==> src/rtl/piso_serializer_pkg.sv <==
// piso_serializer_pkg: shared state encoding and counter sizing for the PISO serializer.
package piso_serializer_pkg;

    typedef enum logic {
        IDLE  = 1'b0,
        SHIFT = 1'b1
    } state_t;

    function automatic int cnt_w(input int n);
        return (n > 2) ? $clog2(n) : 1;
    endfunction

endpackage

==> src/rtl/piso_serializer_bit_counter.sv <==
// bit_counter: mod-N up-counter with synchronous clear, enable and terminal count.
module bit_counter
    import piso_serializer_pkg::*;
#(
    parameter int N = 4
) (
    input  logic clk,
    input  logic reset,
    input  logic i_clr,
    input  logic i_en,
    output logic o_tc
);

    localparam int W = cnt_w(N);

    logic [W-1:0] r_cnt;

    assign o_tc = (r_cnt == W'(N - 1));

    always_ff @(posedge clk) begin
        if (reset || i_clr)
            r_cnt <= '0;
        else if (i_en)
            r_cnt <= o_tc ? '0 : r_cnt + 1'b1;
    end

endmodule

==> src/rtl/piso_serializer.sv <==
// piso_serializer: captures an N-bit word on load&ready and shifts it out one bit per clock,
// with gapless back-to-back words and a done pulse after each word's last bit.
module piso_serializer
    import piso_serializer_pkg::*;
#(
    parameter int N         = 4,
    parameter bit MSB_FIRST = 1'b1
) (
    input  logic         clk,
    input  logic         reset,
    input  logic         load,
    input  logic [N-1:0] I,
    output logic         ready,
    output logic         sout,
    output logic         sout_valid,
    output logic         done,
    output logic [N-1:0] Q
);

    state_t       r_state;
    logic [N-1:0] r_sh;
    logic         r_done;
    logic         w_tc;
    logic         w_shift;
    logic         w_accept;

    assign w_shift    = (r_state == SHIFT);
    assign ready      = !w_shift || w_tc;
    assign w_accept   = load && ready;
    assign sout_valid = w_shift;
    assign sout       = w_shift && (MSB_FIRST ? r_sh[N-1] : r_sh[0]);
    assign done       = r_done;
    assign Q          = r_sh;

    bit_counter #(.N(N)) u_cnt (
        .clk   (clk),
        .reset (reset),
        .i_clr (w_accept),
        .i_en  (w_shift),
        .o_tc  (w_tc)
    );

    // A load on the last bit reloads instead of shifting, keeping words gapless.
    always_ff @(posedge clk) begin
        if (reset) begin
            r_state <= IDLE;
            r_sh    <= '0;
            r_done  <= 1'b0;
        end else begin
            r_done <= w_shift && w_tc;
            if (w_accept) begin
                r_sh    <= I;
                r_state <= SHIFT;
            end else if (w_shift) begin
                r_sh <= MSB_FIRST ? {r_sh[N-2:0], 1'b0} : {1'b0, r_sh[N-1:1]};
                if (w_tc)
                    r_state <= IDLE;
            end
        end
    end

endmodule

==> config.mk <==
export PLATFORM = sky130hd
export DESIGN_NAME = piso_serializer
export DESIGN_NICKNAME = d
export VERILOG_FILES = /design/src/rtl/piso_serializer_pkg.sv /design/src/rtl/piso_serializer_bit_counter.sv /design/src/rtl/piso_serializer.sv
export SDC_FILE = /design/constraint.sdc
export NUM_CORES = 1
export LEC_CHECK = 0
export BUFFER_PORTS_ARGS = -buffer_cell sky130_fd_sc_hd__buf_2
export CORE_AREA = 2 2 39 41
export CTS_BUF_LIST = sky130_fd_sc_hd__clkbuf_4 sky130_fd_sc_hd__clkbuf_8
export CTS_CLUSTER_DIAMETER = 80
export CTS_CLUSTER_SIZE = 28
export DETAILED_ROUTE_END_ITERATION = 10
export DIE_AREA = 0 0 41 43
export SKIP_CTS_REPAIR_TIMING = 1
export SYNTH_ARGS = -nofsm -noshare
export SYNTH_HDL_FRONTEND = slang
export SYNTH_SLANG_ARGS = --single-unit
==> constraint.sdc <==
create_clock -name clk -period 2.05 [get_ports clk]
set_input_delay 0.205 -clock clk [delete_from_list [all_inputs] [get_ports clk]]
set_output_delay 0.205 -clock clk [all_outputs]
set_load 0.05 [all_outputs]
==> summary.txt <==
Leakage -> 0.240 nW
GRT Total Usage -> 0.102
Setup_tns -> 0 ns
DRT Pass-1 Iters -> 4
Yosys warns -> 0
Root Driver -> clkbuf_4
Largest net degree at the start of global routing -> 13
Post-synthesis instance total -> 44
Share of layout cells above drive strength 1 -> 0.345
Final Skew -> 0.00345 ns
Achievable Freq -> 659 MHz
Area of the multi-input gates -> 210 sq um
HP Start -> reset
Synth cell types -> 22
RePlAce Congestion -> 0.723
CTS tree -> built
Synth area leaders -> dfxtp_1 40%, nor2_1 8.4%, a211oi_1 5.6%
Post-synthesis sequential area ratio -> 0.399
Prevailing post-synth register cell -> dfxtp_1
Grt total ovfl -> 0
Tcrit/Tclk final -> 0.740
Slew headroom -> 0.753
Path depth of the worst reg2reg path -> 4
Via count -> 333
Remaining antenna violation count -> 0
Critical path data required time -> 1.85 ns
Max_cap viols -> 0
Worst slew pin tran -> 0.369 ns
Min-Delay Path Class -> primary input to register
Post-route minimum period -> 1.52 ns
Syn Std Cell Area -> 402 sq um
Io pins -> 15
Worst-skew pair later-pin latency -> 0.25 ns
Kind of critical path -> register to primary output
Die X -> 41 microns
Yosys reg bits -> 8
Final slew viol count -> 0
First-pass GRT wire length -> 1.15 mm
Worst-path clk slew -> 0.05 ns
Post-synth EDFFs -> 0
Fill cell count -> 145
# setup viols final -> 0
Power per Cell Area -> 769 nW/um^2
Residual DRC -> 0
CP arrival -> 1.31 ns
Synth area leader -> dfxtp_1
Clock Tree Buf Depth -> 2
Cell area after layout -> 487 sq um
Post-Route WL -> 772 microns
Setup crit end kind -> primary output
Per-cell routed wire length -> 10.4 microns
Hold-critical path endpoint -> Q[0]
Min-Delay Path Depth -> 2
Vias/cell -> 4.50
Cell area after placement -> 464 sq um
Core Util, Final -> 0.352
RR Endpoint -> Q[1]
Die area -> 1760 sq um
Final hold viol count -> 0
Final Instance Count excl. Fillers -> 74
Asr flop ratio synth -> 0
Net count after synthesis -> 52
WHS -> 0.232 ns
CP Max Fanout -> 5
Final #Nets -> 68
1st-iter DRT viols -> 8
Area Overhead vs Synth -> 21.2%
Clock sinks -> 8
Die height -> 43 microns
Reg2reg start -> u_cnt.r_cnt[0]
Initial antenna violation count -> 0
Worst R2R Setup Slack -> 0.93 ns
TritonCTS Buffers -> 3
Sequential Area -> 160 sq um
IO Port Bufs -> 14
Maximum vdd drop -> 430 uV
Core area -> 1380 sq um
Syn Area/Cell -> 9.13 sq um
Top-area cell type share of the netlist area -> 0.399
Critical path launch point type -> register
Standard-cell rows -> 14
Antenna cells -> 0
Post-DP HPWL -> 549 microns
Initial Utilization -> 0.290
Vias in the first global route -> 278
Status -> completed
CTS HTree Levels -> 1
Placed cells -> 71
RSZ-0062 raised after global routing -> no
==> layout by cell type, fill, tap and decap left out, types with 2 or more instances in the layout <==
cell type / count
a211oi_1: 3
and2b_2: 2
buf_2: 14
clkbuf_4: 3
dfxtp_1: 8
nor2_1: 9
nor2b_1: 2
nor4_1: 3
==> worst max-delay path: stages (launching register included) <==
cell     delay, ns
dfxtp_1       0.32
ha_1          0.26
or2b_1        0.27
buf_2         0.22
==> worst max-delay path by stage <==
stage	startpoint	to	slack, ns	cells after the start
6_report	u_cnt.r_cnt[0]	ready	0.53	3
4_1_cts	u_cnt.r_cnt[0]	ready	0.52	3
3_5_place_dp	u_cnt.r_cnt[0]	ready	0.79	3
2_1_floorplan	sout_valid	sout	0.59	2
3_3_place_gp	u_cnt.r_cnt[0]	ready	0.82	3
5_1_grt	u_cnt.r_cnt[0]	ready	0.46	3
==> per-layer routing <==
layer,wire (microns),vias up,track usage
met2,318,10,0.116
met1,414,141,0.139
li1,-,182,-
met3,39,0,0.0942
met4,0,0,0.0200
met5,0,-,0
==> flip-flops by register name, summed over array words and instances, names as in the netlist <==
name and flops:
sout_valid 1, Q 4, done 1, u_cnt.r_cnt 2
==> cells in the mapped netlist, drive strengths merged, types with 2 or more instances <==
library cell	number
nor2	9
nor4	3
buf	2
nor2b	2
and2b	2
dfxtp	8
a211oi	3
==> layout make-up <==
cell class / instances / area share
clock buffers: 3 / 0.0463
inverters: 1 / 0.00771
multi-input cells: 32 / 0.432
flip-flops and latches: 8 / 0.329
well taps: 16 / 0.0411
repair buffers: 14 / 0.144
==> logic make-up (layout without fill, tap and decap cells) <==
group	after synthesis	count (layout)	share of synthesized area
buf+inv	4	18	0.0779
mux	1	1	0.0249
fa+ha+maj	1	1	0.0311
flops	8	8	0.399
simple gates	22	22	0.302
compound gates	8	8	0.165
==> where the power goes <==
| group | leakage, nW | total, mW | internal (mW) | switching [mW] |
|---|---|---|---|---|
| Clock | 0.0138 | 0.116 | 0.0667 | 0.0495 |
| Sequential | 0.0659 | 0.174 | 0.165 | 0.00911 |
| Combinational | 0.160 | 0.0837 | 0.0284 | 0.0553 |
| Total | 0.240 | 0.374 | 0.260 | 0.114 |
==> through the flow <==
| stage | setup slack (ns) | total power [mW] |
|---|---|---|
| global route | 0.456 | 0.404 |
| floorplan | 0.591 | 0.245 |
| CTS | 0.516 | 0.382 |
| detailed placement | 0.792 | 0.261 |
| finish | 0.532 | 0.374 |
| global placement | 0.821 | 0.261 |
Power figures use the tool's default switching activity.
